**config.mk**
```make
export PLATFORM = sky130hd
export DESIGN_NAME = alu_sequencer
export DESIGN_NICKNAME = d
export VERILOG_FILES = /design/src/rtl/alu_pkg.sv /design/src/rtl/alu.sv /design/src/rtl/alu_sequencer.sv
export SDC_FILE = /design/constraint.sdc
export NUM_CORES = 1
export LEC_CHECK = 0
export ABC_AREA = 1
export ABC_CLOCK_PERIOD_IN_PS = 11200
export CAP_MARGIN = 20
export CORE_ASPECT_RATIO = 1.2
export CORE_UTILIZATION = 45
export DETAILED_ROUTE_END_ITERATION = 8
export SYNTH_ARGS = -nofsm -noshare
export SYNTH_HDL_FRONTEND = slang
export SYNTH_SLANG_ARGS = --single-unit
```
**constraint.sdc**
```tcl
create_clock -name clk -period 11.2 [get_ports clk]
set_input_delay 2.24 -clock clk [delete_from_list [all_inputs] [get_ports clk]]
set_output_delay 2.24 -clock clk [all_outputs]
set_load 0.02 [all_outputs]
```
**src/rtl/alu_pkg.sv**
```systemverilog
// Shared opcode, flag, field and FSM definitions for the 16-bit ALU and its sequencer.
package alu_pkg;
    localparam int DATA_W = 16;
    localparam int FLAG_W = 6;

    localparam logic [4:0] OP_INC = 5'b00001;
    localparam logic [4:0] OP_DEC = 5'b00011;
    localparam logic [4:0] OP_ADD = 5'b00100;
    localparam logic [4:0] OP_ADC = 5'b00101;
    localparam logic [4:0] OP_SUB = 5'b00110;
    localparam logic [4:0] OP_SBB = 5'b00111;
    localparam logic [4:0] OP_AND = 5'b01000;
    localparam logic [4:0] OP_OR  = 5'b01001;
    localparam logic [4:0] OP_XOR = 5'b01010;
    localparam logic [4:0] OP_NOT = 5'b01011;
    localparam logic [4:0] OP_SHL = 5'b10000;
    localparam logic [4:0] OP_SHR = 5'b10001;
    localparam logic [4:0] OP_SAL = 5'b10010;
    localparam logic [4:0] OP_SAR = 5'b10011;
    localparam logic [4:0] OP_ROL = 5'b10100;
    localparam logic [4:0] OP_ROR = 5'b10101;
    localparam logic [4:0] OP_RCL = 5'b10110;
    localparam logic [4:0] OP_RCR = 5'b10111;

    localparam logic [1:0] CLS_ARITH = 2'b00;
    localparam logic [1:0] CLS_LOGIC = 2'b01;
    localparam logic [1:0] CLS_SHIFT = 2'b10;

    localparam int CF = 5;
    localparam int ZF = 4;
    localparam int NF = 3;
    localparam int VF = 2;
    localparam int PF = 1;
    localparam int AF = 0;

    localparam int F_LSB       = 11;
    localparam int RD_LSB      = 8;
    localparam int RA_LSB      = 5;
    localparam int RB_LSB      = 2;
    localparam int CIN_SEL_BIT = 1;
    localparam int FLAG_WE_BIT = 0;

    typedef enum logic [1:0] {IDLE, READ, EXEC, WB} state_t;

    function automatic logic op_legal(input logic [4:0] f);
        return (f == OP_INC) || (f == OP_DEC) || (f[4:2] == 3'b001) ||
               (f[4:2] == 3'b010) || (f[4:3] == 2'b10);
    endfunction

    // Logic ops keep ZF/NF/PF; shifts additionally keep CF.
    function automatic logic [FLAG_W-1:0] flag_mask(input logic [4:0] f,
                                                    input logic [FLAG_W-1:0] s);
        case (f[4:3])
            CLS_LOGIC: return s & 6'b011010;
            CLS_SHIFT: return s & 6'b111010;
            default:   return s;
        endcase
    endfunction
endpackage

```
**src/rtl/alu.sv**
```systemverilog
// Combinational 16-bit ALU: arithmetic, logic and single-bit shift/rotate ops with six status flags.
module alu
    import alu_pkg::*;
(
    input  logic [DATA_W-1:0] a,
    input  logic [DATA_W-1:0] b,
    input  logic [4:0]        f,
    input  logic              cin,
    output logic [DATA_W-1:0] result,
    output logic [FLAG_W-1:0] status
);
    logic [DATA_W-1:0] opb;
    logic [DATA_W-1:0] res;
    logic [DATA_W:0]   sum;
    logic              sub;
    logic              c0;
    logic              cf;
    logic              vf;
    logic              af;

    always_comb begin
        opb = b;
        sub = 1'b0;
        c0  = 1'b0;
        case (f)
            OP_INC:  opb = 16'd1;
            OP_DEC:  begin opb = 16'd1; sub = 1'b1; end
            OP_ADC:  c0 = cin;
            OP_SUB:  sub = 1'b1;
            OP_SBB:  begin sub = 1'b1; c0 = cin; end
            default: ;
        endcase

        // CF is carry-out for add, borrow for subtract.
        sum = sub ? ({1'b0, a} - {1'b0, opb} - {16'd0, c0})
                  : ({1'b0, a} + {1'b0, opb} + {16'd0, c0});
        res = sum[DATA_W-1:0];
        cf  = sum[DATA_W];
        vf  = sub ? ((a[15] != opb[15]) && (sum[15] != a[15]))
                  : ((a[15] == opb[15]) && (sum[15] != a[15]));
        af  = a[4] ^ opb[4] ^ sum[4];

        case (f)
            OP_AND:  res = a & b;
            OP_OR:   res = a | b;
            OP_XOR:  res = a ^ b;
            OP_NOT:  res = ~a;
            OP_SHL,
            OP_SAL:  begin res = {a[14:0], 1'b0}; cf = a[15]; end
            OP_SHR:  begin res = {1'b0, a[15:1]}; cf = a[0];  end
            OP_SAR:  begin res = {a[15], a[15:1]}; cf = a[0]; end
            OP_ROL:  begin res = {a[14:0], a[15]}; cf = a[15]; end
            OP_ROR:  begin res = {a[0], a[15:1]};  cf = a[0];  end
            OP_RCL:  begin res = {a[14:0], cin};   cf = a[15]; end
            OP_RCR:  begin res = {cin, a[15:1]};   cf = a[0];  end
            default: ;
        endcase

        result = res;
        status = {cf, (res == '0), res[15], vf, ~^res, af};
    end
endmodule

```
**src/rtl/alu_sequencer.sv**
```systemverilog
// Four-state single-issue controller: latches an instruction, reads operands, executes, writes back.
module alu_sequencer
    import alu_pkg::*;
#(
    parameter int NREGS = 8
) (
    input  logic              clk,
    input  logic              rst,
    input  logic              instr_valid,
    output logic              instr_ready,
    input  logic [15:0]       instr,
    input  logic              reg_we,
    input  logic [2:0]        reg_waddr,
    input  logic [15:0]       reg_wdata,
    input  logic [2:0]        reg_raddr,
    output logic [15:0]       reg_rdata,
    output logic              done,
    output logic              err,
    output logic [DATA_W-1:0] result,
    output logic [FLAG_W-1:0] flags
);
    state_t            state;
    logic [15:0]       instr_q;
    logic [DATA_W-1:0] rf [NREGS];
    logic [DATA_W-1:0] op_a;
    logic [DATA_W-1:0] op_b;
    logic              cin_q;
    logic [DATA_W-1:0] ex_res;
    logic [FLAG_W-1:0] ex_flags;
    logic              ex_legal;
    logic [DATA_W-1:0] alu_res;
    logic [FLAG_W-1:0] alu_stat;

    logic [4:0] f_q;
    logic [2:0] rd_q, ra_q, rb_q;
    assign f_q  = instr_q[F_LSB +: 5];
    assign rd_q = instr_q[RD_LSB +: 3];
    assign ra_q = instr_q[RA_LSB +: 3];
    assign rb_q = instr_q[RB_LSB +: 3];

    assign instr_ready = (state == IDLE) && !rst;
    assign reg_rdata   = rf[reg_raddr];

    alu u_alu (
        .a      (op_a),
        .b      (op_b),
        .f      (f_q),
        .cin    (cin_q),
        .result (alu_res),
        .status (alu_stat)
    );

    always_ff @(posedge clk) begin
        if (rst) begin
            state    <= IDLE;
            done     <= 1'b0;
            err      <= 1'b0;
            result   <= '0;
            flags    <= '0;
            instr_q  <= '0;
            op_a     <= '0;
            op_b     <= '0;
            cin_q    <= 1'b0;
            ex_res   <= '0;
            ex_flags <= '0;
            ex_legal <= 1'b0;
            for (int i = 0; i < NREGS; i++) rf[i] <= '0;
        end else begin
            done <= 1'b0;
            err  <= 1'b0;
            case (state)
                IDLE: begin
                    // Host writes land only here, so a same-cycle accept reads the new value in READ.
                    if (reg_we) rf[reg_waddr] <= reg_wdata;
                    if (instr_valid) begin
                        instr_q <= instr;
                        state   <= READ;
                    end
                end
                READ: begin
                    op_a  <= rf[ra_q];
                    op_b  <= rf[rb_q];
                    cin_q <= instr_q[CIN_SEL_BIT] & flags[CF];
                    state <= EXEC;
                end
                EXEC: begin
                    ex_res   <= alu_res;
                    ex_flags <= flag_mask(f_q, alu_stat);
                    ex_legal <= op_legal(f_q);
                    done     <= 1'b1;
                    err      <= !op_legal(f_q);
                    state    <= WB;
                end
                WB: begin
                    if (ex_legal) begin
                        rf[rd_q] <= ex_res;
                        result   <= ex_res;
                        if (instr_q[FLAG_WE_BIT]) flags <= ex_flags;
                    end
                    state <= IDLE;
                end
                default: state <= IDLE;
            endcase
        end
    end
endmodule

```
==> flow_summary_export.csv <==
group,metric,value,unit
die,core.rowCount,73,
sta,slew_headroom,24.8,%
sta,fin_setup_tns,0,ns
power,swShare,47.2,%
setup_path,worst_ep_arrival_time,5.04,ns
drt,detail_route.wl_per_cell,19.9,um
sta,max_freq,0.137,GHz
sta,hold_viol_final,0,
power,finalPower,4320,uW
grt,via_count_of_the_first_global_routing_pass,13300,
sta,worst_pin_slew,1.12,ns
grt,groute.usage.overall,29.1,%
yosys,synth_largest_type_area_fraction,25.2,%
die,die-area,34600,sq um
yosys,post_synth.cell_area_avg,7.34,sq um
setup_path,critical_path_class,"primary input to primary output",
power,power_frac_seq,26.0,%
cts,cts_resized,0,
setup_path,worstPathRequired,8.96,ns
yosys,async_flop_share,0,%
cts,cts.reportedPaths.clkPinSlew,0.06,ns
yosys,synth.lib_cells_used.distinct,53,
sta,final_report_setup_violation_count,0,
power,power_leakage,0.00718,uW
die,die_width,170,um
drt,wirelength,50.6,mm
final_layout,layout-drive-gt1-share,5.82,%
run_status,status,"completed",
power,power_density,254,nW/um^2
grt,grt_pass1_wl,77.1,mm
cts,master_cell_of_the_clock_root_buffer,"sky130_fd_sc_hd__clkbuf_16",
drt,remaining_drc_errors,0,
cts,cts_htree_levels,1,
sta,fin_skew,0.0222,ns
setup_path,timing.critical_path.to_type,"primary output",
yosys,synth.top_cells.by_area,"sky130_fd_sc_hd__edfxtp_1, sky130_fd_sc_hd__dfxtp_1, sky130_fd_sc_hd__o21ai_0",
final_layout,layout.nets,2214,
setup_path,worstPathMaxFanout,64,
placement,placed_wire_length_estimate,35.0,mm
drt,detail_route.vias_per_cell,5.69,
yosys,synth_sequential_area_ratio,38.0,%
final_layout,fillerInstances,3363,
die,core_region_area,33200,sq um
flow_run,max_cap_violations,0,
cts,clock_sink_count,225,
final_layout,antenna_cells,0,
final_layout,layout.area.seq,5800,sq um
yosys,syn-num-nets,2212,
power,net_load_switching_power,2040,uW
final_layout,multi_input_area,8030,sq um
setup_path,path_cells,"buf_2, buf_4, inv_1, nor2_1, o21ai_0, nor2_1, a31oi_1, clkdlybuf4s50_1",
yosys,synth_area_leader_cell,"sky130_fd_sc_hd__edfxtp_1",
power,ir_drop,0.124,mV
yosys,synthesis.instances,2075,
yosys,synth_ff_type,"sky130_fd_sc_hd__edfxtp_1",
hold_path,hold_path_class,"register to register",
cts,clockBufferDepth,3,
placement,io_buffer_count,82,
sta,share_of_the_clock_period_used_by_the_worst_path_after_layout,65.0,%
drt,postRouteAntennaNets,0,
sta,rsz0062_at_grt,"no",
cts,worst_skew_pair.late_latency,0.56,ns
power,clkPwrFrac,19.6,%
grt,grt_antenna_before_repair,0,
sta,timing_max_transition_violations_final,0,
setup_path,worst_path_slowest_cell,"sky130_fd_sc_hd__buf_2",
power,p_int,2280,uW
cts,tritoncts.num_buffers,26,
yosys,ys_ff_latch,225,
yosys,synthesis.area,15200,sq um
setup_path,worst_path_largest_cell_delay,0.71,ns
setup_path,start_kind,"primary input",
final_layout,most-common-layout-cells,"sky130_fd_sc_hd__nand2_1, sky130_fd_sc_hd__o21ai_0, sky130_fd_sc_hd__a21oi_1, sky130_fd_sc_hd__nor2_1, sky130_fd_sc_hd__inv_1",
setup_path,critical-path-top-cell-by-count,"sky130_fd_sc_hd__nor2_1",
die,initial_core_util,45.8,%
grt,pin_count_of_the_biggest_net_entering_global_routing,115,
cts,post-cts-setup-buffer-count,0,
yosys,synth_enable_flop_cells,128,
placement,routabilityCongestion,0.910,
die,die_y,204,um
cts,ctsHoldBuffers,0,
sta,period_needed,7.28,ns
cts,tritoncts,"done",
yosys,number_of_warnings_reported_in_the_yosys_synthesis_log,0,
final_layout,synthToLayoutAreaGrowth,11.8,%
die,io_pins,83,
drt,drt_iter0_drc,1470,
final_layout,mostFrequentLayoutCell,"sky130_fd_sc_hd__nand2_1",
power,power.share.combinational,54.4,%
grt,grt-ovfl-total,0,
sta,hold-worst-slack,0.458,ns
drt,dr_total_vias,14500,
drt,drt_pre_antenna_iters,6,
[power groups by stage]
stage | logic (uW) | clock network (uW) | registers, uW
6_report | 2350 | 848 | 1120
5_1_grt | 2620 | 885 | 1140
4_1_cts | 2330 | 856 | 1120
3_5_place_dp | 2310 | 0 | 1140
3_3_place_gp | 2280 | 0 | 1130
2_1_floorplan | 1720 | 0 | 1080
[synthesized netlist by cell type, drive strengths merged, types with 5 or more instances]
cell / n
dfxtp: 97
nand4: 9
nand2: 329
ha: 91
o21bai: 6
nand3b: 5
inv: 226
buf: 36
a22oi: 7
nand3: 86
nor3: 8
o21ai: 312
edfxtp: 128
a21oi: 272
o22ai: 34
xnor2: 8
a31oi: 16
o2111ai: 9
nor2: 260
o211ai: 26
clkbuf: 86
[cells by family after synthesis]
family / synth area share, %
AND/OR/NAND/NOR: 19.7
AO/OA/AOI/OAI: 24.3
buffers and inverters: 9.35
flip-flops: 38.0
adder cells (fa/ha/maj): 8.00
XOR/XNOR: 0.690
[area by class of cell]
| cell class | count | area share [%] |
|---|---|---|
| clock buffer | 30 | 3.91 |
| multi-input combinational | 1500 | 47.1 |
| timing repair buffer | 96 | 5.61 |
| tap | 450 | 3.31 |
| sequential | 225 | 34.0 |
| clock inverter | 18 | 0.962 |
| inverter | 228 | 5.05 |
[stage by stage]
stage / setup WS [ns] / std cells / cell area [sq um] / utilization, %
2_1_floorplan: 5.55 / 2075 / 15200 / -
3_3_place_gp: 4.00 / 2497 / 16100 / 48.6
3_5_place_dp: 3.95 / 2497 / 16100 / 48.6
4_1_cts: 3.95 / 2545 / 17000 / 51.1
5_1_grt: 3.69 / 2547 / 17000 / 51.2
6_report: 3.92 / 2547 / 17000 / 51.2
[state kept, by name, indices dropped and copies added, names as in the netlist]
register / flops
cin_q: 1
done: 1
err: 1
ex_flags: 6
ex_legal: 1
ex_res: 15
flags: 6
instr_q: 16
op_a: 16
op_b: 16
result: 16
rf: 128
state: 2
[metal layers]
| metal | GRT usage (%) | up-vias | share of wire (%) |
|---|---|---|---|
| li1 | - | 7057 | - |
| met1 | 38.8 | 6680 | 42 |
| met2 | 48.6 | 655 | 47 |
| met3 | 2.93 | 104 | 7.5 |
| met4 | 10.8 | 0 | 3.5 |
| met5 | 0 | - | 0 |
[worst paths after layout]
check	start	endpoint	slack, ns	depth (start not counted)
max	reg_raddr[0]	reg_rdata[3]	3.92	8
min reg2reg	instr_q[8]$_SDFFE_PP0P_	instr_q[8]$_SDFFE_PP0P_	0.46	2
min	instr_q[8]$_SDFFE_PP0P_	instr_q[8]$_SDFFE_PP0P_	0.46	2
max reg2reg	instr_q[11]$_SDFFE_PP0P_	ex_flags[1]$_SDFFE_PP0P_	6.80	21
[critical path: cells and delay by family]
kind | cells | cell delay (ns)
compound gates | 2 | 0.19
simple gates | 2 | 0.32
buf+inv | 4 | 2.26
Power figures use the tool's default switching activity.
